File: src/rtl/linear_layer_seq.sv
// Time-multiplexed fixed-point linear layer with valid/ready handshakes on both sides.
// LANES shared MAC units walk the NOUT neurons group by group; results are rescaled and saturated.
module linear_layer_seq #(
    parameter int WIDTH = 16,
    parameter int FRAC  = 8,
    parameter int NIN   = 4,
    parameter int NOUT  = 4,
    parameter int LANES = 2,
    parameter logic [WIDTH*NIN*NOUT-1:0] WEIGHTS_MATRIX_FLAT = '0,
    parameter logic [WIDTH*NOUT-1:0]     BIAS_FLAT           = '0
) (
    input  logic                    clk,
    input  logic                    rst_n,
    input  logic                    in_valid,
    output logic                    in_ready,
    input  logic signed [WIDTH-1:0] in [NIN],
    output logic                    out_valid,
    input  logic                    out_ready,
    output logic signed [WIDTH-1:0] out [NOUT],
    output logic                    sat
);

    localparam int G     = NOUT / LANES;
    localparam int ACC_W = 2*WIDTH + $clog2(NIN) + 1;
    localparam int SUM_W = ACC_W + 1;
    localparam int K_W   = (NIN > 1) ? $clog2(NIN) : 1;
    localparam int G_W   = (G > 1) ? $clog2(G) : 1;
    localparam int N_W   = (NOUT > 1) ? $clog2(NOUT) : 1;
    localparam logic signed [SUM_W-1:0] MAX_V = {{(SUM_W-WIDTH+1){1'b0}}, {(WIDTH-1){1'b1}}};
    localparam logic signed [SUM_W-1:0] MIN_V = {{(SUM_W-WIDTH+1){1'b1}}, {(WIDTH-1){1'b0}}};

    typedef enum logic [1:0] {IDLE, MAC, DONE} state_t;

    state_t r_state, w_nextState;

    logic signed [WIDTH-1:0] r_inReg [NIN];
    logic signed [WIDTH-1:0] r_out   [NOUT];
    logic signed [ACC_W-1:0] r_acc   [LANES];
    logic [K_W-1:0]          r_k;
    logic [G_W-1:0]          r_g;
    logic                    r_sat;

    logic signed [WIDTH-1:0]   w_weight    [NOUT][NIN];
    logic signed [WIDTH-1:0]   w_bias      [NOUT];
    logic [N_W-1:0]            w_nIdx      [LANES];
    logic signed [2*WIDTH-1:0] w_prod      [LANES];
    logic signed [ACC_W-1:0]   w_accNext   [LANES];
    logic signed [SUM_W-1:0]   w_biasExt   [LANES];
    logic signed [SUM_W-1:0]   w_sum       [LANES];
    logic signed [SUM_W-1:0]   w_shift     [LANES];
    logic signed [WIDTH-1:0]   w_clipped   [LANES];
    logic [LANES-1:0]          w_clip;
    logic                      w_lastK;
    logic                      w_lastG;

    // Neuron 0 row sits at the MSB end of the flat weight vector, input 0 at each row's MSB end.
    for (genvar n = 0; n < NOUT; n++) begin : g_unpack
        assign w_bias[n] = BIAS_FLAT[WIDTH*NOUT-1-n*WIDTH -: WIDTH];
        for (genvar k = 0; k < NIN; k++) begin : g_row
            assign w_weight[n][k] = WEIGHTS_MATRIX_FLAT[WIDTH*NIN*NOUT-1-(n*NIN+k)*WIDTH -: WIDTH];
        end
    end

    assign w_lastK = (r_k == K_W'(NIN-1));
    assign w_lastG = (r_g == G_W'(G-1));

    always_comb begin
        w_clip = '0;
        for (int l = 0; l < LANES; l++) begin
            w_nIdx[l]    = N_W'(int'(r_g)*LANES + l);
            w_prod[l]    = r_inReg[r_k] * w_weight[w_nIdx[l]][r_k];
            w_accNext[l] = r_acc[l] + {{(ACC_W-2*WIDTH){w_prod[l][2*WIDTH-1]}}, w_prod[l]};
            w_biasExt[l] = {{(SUM_W-WIDTH){w_bias[w_nIdx[l]][WIDTH-1]}}, w_bias[w_nIdx[l]]};
            w_sum[l]     = {w_accNext[l][ACC_W-1], w_accNext[l]} + (w_biasExt[l] <<< FRAC);
            w_shift[l]   = w_sum[l] >>> FRAC;
            if (w_shift[l] > MAX_V) begin
                w_clipped[l] = {1'b0, {(WIDTH-1){1'b1}}};
                w_clip[l]    = 1'b1;
            end else if (w_shift[l] < MIN_V) begin
                w_clipped[l] = {1'b1, {(WIDTH-1){1'b0}}};
                w_clip[l]    = 1'b1;
            end else begin
                w_clipped[l] = w_shift[l][WIDTH-1:0];
            end
        end
    end

    always_ff @(posedge clk or negedge rst_n) begin
        if (!rst_n) r_state <= IDLE;
        else        r_state <= w_nextState;
    end

    always_comb begin
        w_nextState = r_state;
        in_ready    = 1'b0;
        out_valid   = 1'b0;
        case (r_state)
            IDLE: begin
                in_ready = 1'b1;
                if (in_valid) w_nextState = MAC;
            end
            MAC: begin
                if (w_lastK && w_lastG) w_nextState = DONE;
            end
            DONE: begin
                out_valid = 1'b1;
                if (out_ready) w_nextState = IDLE;
            end
            default: w_nextState = IDLE;
        endcase
    end

    // The input bus is only sampled on accept; the MAC pass reads the latched copy.
    always_ff @(posedge clk or negedge rst_n) begin
        if (!rst_n) begin
            for (int i = 0; i < NIN; i++)   r_inReg[i] <= '0;
            for (int i = 0; i < NOUT; i++)  r_out[i]   <= '0;
            for (int l = 0; l < LANES; l++) r_acc[l]   <= '0;
            r_k   <= '0;
            r_g   <= '0;
            r_sat <= 1'b0;
        end else begin
            case (r_state)
                IDLE: begin
                    if (in_valid) begin
                        r_inReg <= in;
                        for (int l = 0; l < LANES; l++) r_acc[l] <= '0;
                        r_k   <= '0;
                        r_g   <= '0;
                        r_sat <= 1'b0;
                    end
                end
                MAC: begin
                    if (w_lastK) begin
                        for (int l = 0; l < LANES; l++) begin
                            r_out[w_nIdx[l]] <= w_clipped[l];
                            r_acc[l]         <= '0;
                        end
                        r_sat <= r_sat | (|w_clip);
                        r_k   <= '0;
                        r_g   <= w_lastG ? '0 : r_g + 1'b1;
                    end else begin
                        for (int l = 0; l < LANES; l++) r_acc[l] <= w_accNext[l];
                        r_k <= r_k + 1'b1;
                    end
                end
                default: ;
            endcase
        end
    end

    assign out = r_out;
    assign sat = r_sat;

endmodule

File: config.mk
export PLATFORM = sky130hd
export DESIGN_NAME = linear_layer_seq
export DESIGN_NICKNAME = d
export VERILOG_FILES = /design/src/rtl/linear_layer_seq.sv
export SDC_FILE = /design/constraint.sdc
export NUM_CORES = 1
export LEC_CHECK = 0
export ABC_AREA = 1
export CORE_AREA = 2 2 52 54
export CTS_CLUSTER_SIZE = 10
export DETAILED_ROUTE_END_ITERATION = 6
export DIE_AREA = 0 0 54 56
export DONT_BUFFER_PORTS = 1
export GPL_ROUTABILITY_DRIVEN = 0
export MAX_ROUTING_LAYER = met4
export PLACE_DENSITY = 0.45
export SYNTH_ARGS = -nofsm -noshare
export SYNTH_HDL_FRONTEND = slang
export SYNTH_SLANG_ARGS = --single-unit
File: constraint.sdc
create_clock -name clk -period 2.29 [get_ports clk]
set_clock_uncertainty 0.1 [all_clocks]
set_input_delay 0.687 -clock clk [delete_from_list [all_inputs] [get_ports clk]]
set_output_delay 0.687 -clock clk [all_outputs]
set_load 0.02 [all_outputs]
==> flow_summary.toml, run 1 <==
[route]
post_drt_wl_per_cell_um = 7.58
routed_wirelength_um = 887
drtAntennaViolNets = 0
num_vias = 382
vias_per_cell = 3.26
dr.pass1.iters = 4
drt_iter0_drc = 11
drc = 0

[worst_setup_path]
worstSetupEndpointType = "output pin"
crit_buf_inv = 0
critPathLaunchType = "register"
worst_r2r_endpoint = "r_state[1]"
crit_family = "flip-flops"
path_max_fanout = 3
r2r_setup_slack_ns = 0.95
cp_cell_sequence = "nor2_1"
criticalPathCategory = "register to output pin"
cp.required_ns = 1.50
r2r_cells = 4
r2r_start = "r_state[0]"
cp.arrival_ns = 1.05
slowest_delay_ns = 0.40
critPathSlowestCell = "dfrtp_1"

[timing]
report.final.setup_viol = 0
rsz0062_at_grt = "false"
fin_setup_tns_ns = 0
slew_viol_final = 0
fin_ws_ns = 0.454
fmax_mhz = 545
timing.hold.ws_ns = 0.0336
hold_violations = 0
timing.final.crit_share_pct = 80.2
fin_crit_ns = 1.84

[cts]
cts-resized-gates = 0
insertion_delay_ns = 0.24
postCtsSetupRepairBufs = 0
cts_buffers = 3
tritoncts = "yes"
clockBufferDepth = 2
cts_sinks = 7
clk_pin_slew_worst_paths_ns = 0.05
root_buffer = "clkbuf_4"
cts_hold_buf = 0
htreeDepth = 1

[global_route]
grt_usage_pct = 5.83
grt_pass1_vias = 268
grt_antenna_before_repair = 0
grt_overflow = 0
grt_pass1_wl_um = 1190
grt_max_degree = 18

[power]
static-leakage-power_nw = 0.351
vdd_drop_max_uv = 588
p_per_area_nw_per_um2 = 910

[synth]
synth_area_leaders = "buf_4, dfrtp_1, nand2_1"
synth-seq-cells = 7
syn_area_per_cell_um2 = 8.13
synth_top_area_share_pct = 59.3
yosysUniqueCellTypes = 17
synth_cells = 98
synth_top_area_cell = "buf_4"
yosysWarnings = 0
syn_area_um2 = 797
yosysSeqAreaShare_pct = 22.0

[cells_and_area]
antenna_cells = 0
syn_to_final_growth_pct = -26.2
fin_cells = 117
drive_gt1_share_pct = 13.8
final_common_cell = "conb_1"
fin_nets = 157
final_cell_mix = "conb_1, nand2_1, dfrtp_1"

[floorplan]
row_count = 18
boundaryPins = 135
start_util_pct = 32.8
core_area_um2 = 2430
die_y_um = 56
die_w_um = 54
die_area_um2 = 3020

[outcome]
status = "finished clean"

[placement]
dp_hpwl_um = 729
dp_cells = 113
pre_cts_slack_ns = 0.715
port_buffers = 0

[job]
maxCapViolations = 0

[hold_path]
hold_path.class = "input pin to async pin"
==> layer usage <==
metal | share of wire [%] | track usage, % | routed length [um] | vias up
met5 | 0 | - | 0 | -
met4 | 0 | 2.14 | 0 | 0
met3 | 26 | 4.03 | 227 | 0
met2 | 39 | 6.97 | 345 | 46
met1 | 35 | 7.55 | 314 | 169
li1 | - | - | - | 167
==> worst max path at each step <==
stage                           from        end  depth (start not counted)
after floorplan              out[34]    out[33]                          1
after global placement    r_state[0]  out_valid                          1
after detailed placement  r_state[0]  out_valid                          1
after CTS                 r_state[0]  out_valid                          1
after global routing      r_state[0]  out_valid                          1
final                     r_state[0]  out_valid                          1
==> per-stage QoR <==
stage,power [mW],area (um2),util [%]
2_1_floorplan,0.455,973,-
3_3_place_gp,0.418,562,23.1
3_5_place_dp,0.425,562,23.1
4_1_cts,0.539,588,24.2
5_1_grt,0.579,588,24.2
6_report,0.535,588,24.2
==> cells in the mapped netlist <==
master    number
dfrtp_1        7
nor2_2         1
buf_4         63
inv_1          3
inv_2          2
ha_1           1
a21boi_1       1
conb_1         1
nand3_1        3
nand2_1        8
nor2_1         1
nand2_2        2
and2_4         1
o21ai_1        1
o31ai_1        1
nand4_1        1
nand3b_2       1
==> state kept, by name (all words and copies together) (netlist names) <==
signal / cells
out: 1
r_state: 2
sat: 1
r_g: 1
r_k: 2
==> where the power goes <==
| group | switching, mW | internal [mW] |
|---|---|---|
| Combinational | 0.176 | 0.0591 |
| Sequential | 0.0278 | 0.163 |
| Clock | 0.0432 | 0.0663 |
==> logic make-up after synthesis <==
kind of cell / Yosys count / share of synthesized area [%]
simple gates: 18 / 11.8
buf+inv: 68 / 61.7
other cells: 1 / 0.471
compound gates: 3 / 2.51
flops: 7 / 22.0
fa+ha+maj: 1 / 1.57
==> final cells by class <==
class | count | area, um2
clock buffer | 4 | 26.3
fill | 269 | 1840
inverter | 5 | 18.8
multi-input combinational | 70 | 307
sequential | 7 | 179
tap | 30 | 37.5
timing repair buffer | 1 | 20.0
Note: power is estimated with default switching activity, not from simulation.
==> run 2: changes to the inputs <==
==> constraint.sdc (replaced) <==
create_clock -name clk -period 1.7 [get_ports clk]
set_clock_uncertainty 0.1 [all_clocks]
set_input_delay 0.51 -clock clk [delete_from_list [all_inputs] [get_ports clk]]
set_output_delay 0.51 -clock clk [all_outputs]
set_load 0.02 [all_outputs]
==> run 2 against run 1 <==
Against the previous run: worst setup slack got worse by 0.37 ns; largest cell class unchanged; cell count increased by 1.7%; via count decreased by 1.6%; final area increased by 3.0%; sequential share of layout area decreased by 0.88 points; core utilization increased by 0.72 points; global-route usage increased by 0.28 points; critical endpoint is now in_ready.
==> flow_summary.toml, run 2 (same netlist as run 1, synthesis figures left out) <==
[outcome]
status = "finished clean"

[route]
drtAntennaViolNets = 0
post_drt_wl_per_cell_um = 7.70
drt_iter0_drc = 3
vias_per_cell = 3.16
num_vias = 376
drc = 0
routed_wirelength_um = 916
dr.pass1.iters = 4

[floorplan]
core_area_um2 = 2430
die_w_um = 54
start_util_pct = 32.8
die_y_um = 56
boundaryPins = 135
row_count = 18
die_area_um2 = 3020

[cells_and_area]
top_regs = "r_k (2), r_state (2)"
final_common_cell = "conb_1"
syn_to_final_growth_pct = -24.0
antenna_cells = 0
final_cell_mix = "conb_1, nand2_1, dfrtp_1"
final.fill_count = 272
fin_nets = 159
final_area_um2 = 606
drive_gt1_share_pct = 14.6

[timing]
rsz0062_at_grt = "false"
fin_crit_ns = 1.62
slew_viol_final = 0
timing.final.crit_share_pct = 95.2
fmax_mhz = 618
hold_violations = 0
report.final.setup_viol = 0
fin_setup_tns_ns = 0

[hold_path]
hold_path.class = "input pin to register"

[power]
vdd_drop_max_uv = 579
p_per_area_nw_per_um2 = 1210
static-leakage-power_nw = 0.361

[worst_setup_path]
slowest_delay_ns = 0.41
worst_r2r_endpoint = "r_k[0]"
cp.required_ns = 1.09
critPathLaunch = "r_state[0]"
crit_family = "flip-flops"
critPathLaunchType = "register"
cp.arrival_ns = 1.01
r2r_start = "r_state[0]"
cp_cell_sequence = "nor2_2"
critPathSlowestCell = "dfrtp_1"
r2r_setup_slack_ns = 0.40
crit_buf_inv = 0
criticalPathCategory = "register to output pin"
cp.depth = 1
crit_path_end = "in_ready"
path_max_fanout = 4
r2r_cells = 4
worstSetupEndpointType = "output pin"

[cts]
htreeDepth = 1
tritoncts = "yes"
root_buffer = "clkbuf_4"
cts_sinks = 7
cts_buffers = 3
cts-resized-gates = 0
insertion_delay_ns = 0.25
clockBufferDepth = 2
clk_pin_slew_worst_paths_ns = 0.05

[placement]
port_buffers = 0
dp_hpwl_um = 739
placed_cell_area_um2 = 569

[global_route]
grt_max_degree = 18
grt_overflow = 0
grt_pass1_wl_um = 1280
grt_usage_pct = 6.11
grt_pass1_vias = 291
grt_antenna_before_repair = 0

[job]
maxCapViolations = 0
==> run 2: changes by cell type in the layout (fill, tap and decap cells not counted) <==
cell / change
buf_4: +1
dlygate4sd3_1: +1
==> run 2: power by group <==
group	internal, mW	switching [mW]
registers	0.219	0.0387
logic	0.0838	0.238
clock network	0.0898	0.0642
==> run 2: stage by stage <==
stage	power (mW)	std cells	util, %	setup slack (ns)	hold slack, ns
after global placement	0.565	114	23.4	0.343	0.115
after CTS	0.745	119	24.9	0.0568	0.237
after detailed placement	0.575	114	23.4	0.339	0.115
after global routing	0.800	119	24.9	0.0232	0.233
after floorplan	0.613	145	-	0.205	0.114
final	0.734	119	24.9	0.0815	0.246
==> run 2: cell type report <==
| type | instances | area [um2] | share of cell area [%] |
|---|---|---|---|
| inverter | 5 | 18.8 | 3.10 |
| sequential | 7 | 179 | 29.5 |
| tap | 30 | 37.5 | 6.20 |
| timing repair buffer | 3 | 37.5 | 6.20 |
| multi-input combinational | 70 | 307 | 50.6 |
| clock buffer | 4 | 26.3 | 4.34 |
==> run 2: worst reg2reg max path: stages (launching register included) <==
cell,delay [ns]
dfrtp_1,0.41
nor2_2,0.36
nand2_2,0.14
nand3_1,0.10
o31ai_1,0.08
==> run 2: repair_timing <==
action / 4_1_cts / 5_1_grt
hold buffers: 1 / 0
hold endpoints to repair: 7 / 0
buffers inserted: 0 / 0
endpoints found under the setup margin: 0 / 0
==> run 2: per-layer routing <==
| metal | track usage, % | vias up | routed length [um] |
|---|---|---|---|
| met4 | 3.21 | 0 | 0 |
| met3 | 3.49 | 0 | 199 |
| met5 | - | - | 0 |
| met2 | 8.01 | 43 | 380 |
| met1 | 7.24 | 162 | 336 |
| li1 | - | 171 | - |
==> run 2: worst min path at each step <==
| stage | startpoint | to | depth (start not counted) |
|---|---|---|---|
| after floorplan | rst_n | out[34] | 0 |
| after global placement | rst_n | r_k[1] | 0 |
| after detailed placement | rst_n | sat | 0 |
| after CTS | in_valid | sat | 1 |
| after global routing | in_valid | sat | 1 |
| final | in_valid | sat | 1 |
==> run 3: changes to the inputs <==
--- a/config.mk
+++ b/config.mk
@@ -14,6 +14,7 @@
 export GPL_ROUTABILITY_DRIVEN = 0
 export MAX_ROUTING_LAYER = met4
 export PLACE_DENSITY = 0.45
+export RECOVER_POWER = 100
 export SYNTH_ARGS = -nofsm -noshare
 export SYNTH_HDL_FRONTEND = slang
 export SYNTH_SLANG_ARGS = --single-unit
==> run 3 against run 2 <==
Against the previous run: cell count unchanged; critical path depth unchanged; fmax rose by 0.23%; via count grew 0.53%; total power decreased by 0.50%; sequential cell count did not move; combinational power about the same; global-route usage is the same; critical path type unchanged.
==> flow_summary.toml, run 3 (same netlist as run 1, synthesis figures left out) <==
[timing]
rsz0062_at_grt = "false"
fmax_mhz = 619
report.final.setup_viol = 0
timing.final.crit_share_pct = 95.0
slew_viol_final = 0
fin_setup_tns_ns = 0
hold_violations = 0
fin_crit_ns = 1.61

[route]
drtAntennaViolNets = 0
post_drt_wl_per_cell_um = 7.71
vias_per_cell = 3.18
drc = 0
routed_wirelength_um = 918
num_vias = 378
dr.pass1.iters = 4
drt_iter0_drc = 3

[power]
static-leakage-power_nw = 0.360
vdd_drop_max_uv = 579
p_per_area_nw_per_um2 = 1220

[floorplan]
row_count = 18
die_area_um2 = 3020
die_y_um = 56
die_w_um = 54
boundaryPins = 135
start_util_pct = 32.8
core_area_um2 = 2430

[global_route]
grt_pass1_wl_um = 1280
grt_pass1_vias = 291
grt_max_degree = 18
grt_usage_pct = 6.11
grt_antenna_before_repair = 0
grt_overflow = 0

[cts]
root_buffer = "clkbuf_4"
clk_pin_slew_worst_paths_ns = 0.05
insertion_delay_ns = 0.25
cts_buffers = 3
tritoncts = "yes"
clockBufferDepth = 2
cts_sinks = 7
htreeDepth = 1

[worst_setup_path]
worst_r2r_endpoint = "r_k[0]"
cp_cell_sequence = "buf_12"
criticalPathCategory = "register to output pin"
r2r_cells = 4
path_max_fanout = 17
slowest_delay_ns = 0.41
cp.arrival_ns = 1.00
worstSetupEndpointType = "output pin"
r2r_setup_slack_ns = 0.35
critPathLaunchType = "register"
crit_path_end = "out[44]"
cp.required_ns = 1.09
crit_family = "flip-flops"
critPathLaunch = "out[34]"
crit_buf_inv = 1
r2r_start = "r_state[0]"
critPathSlowestCell = "dfrtp_4"
cp.depth = 1

[cells_and_area]
final_area_um2 = 601
drive_gt1_share_pct = 13.5
final_common_cell = "conb_1"
antenna_cells = 0
top_regs = "r_k (2), r_state (2)"
final_cell_mix = "conb_1, nand2_1, dfrtp_1"
fin_nets = 159
utilization_pct = 24.7
syn_to_final_growth_pct = -24.6

[hold_path]
hold_path.class = "input pin to register"
hp-start = "in_valid"

[outcome]
status = "finished clean"

[placement]
dp_hpwl_um = 739
placed_cell_area_um2 = 569
port_buffers = 0

[job]
maxCapViolations = 0
## run 3: worst min-delay path by stage
stage,end,cells past startpoint
finish,sat,1
global route,sat,1
CTS,sat,1
detailed placement,sat,0
global placement,r_k[1],0
floorplan,out[34],0
## run 3: power by group
| group | leakage [nW] | total [mW] | internal (mW) | switching, mW |
|---|---|---|---|---|
| Sequential | 0.0873 | 0.257 | 0.219 | 0.0387 |
| Combinational | 0.257 | 0.319 | 0.0819 | 0.237 |
| Clock | 0.0150 | 0.154 | 0.0898 | 0.0642 |
| Total | 0.360 | 0.730 | 0.390 | 0.340 |
## run 3: cell type report
type	count	area, um2
inverter	5	18.8
clock buffer	4	26.3
sequential	7	179
multi-input combinational	70	304
tap	30	37.5
fill	274	1830
timing repair buffer	3	35.0
## run 3: layer usage
layer / track usage (%) / up-vias / share of wire (%)
li1: - / 171 / -
met5: - / - / 0
met3: 3.49 / 0 / 22
met4: 3.21 / 0 / 0
met1: 7.24 / 164 / 37
met2: 8.01 / 43 / 42
## run 3: stage by stage
| stage | hold WS (ns) | worst slack, ns | std cells | power (mW) |
|---|---|---|---|---|
| after global routing | 0.233 | 0.0341 | 119 | 0.796 |
| after floorplan | 0.114 | 0.205 | 145 | 0.613 |
| final | 0.246 | 0.0852 | 119 | 0.730 |
| after detailed placement | 0.115 | 0.339 | 114 | 0.575 |
| after global placement | 0.115 | 0.343 | 114 | 0.565 |
| after CTS | 0.237 | 0.0568 | 119 | 0.745 |
## run 3: timing repair
item / 4_1_cts / 5_1_grt
resized for setup: 0 / 0
endpoints found under the hold margin: 7 / 0
hold buffers: 1 / 0
buffers inserted: 0 / 0
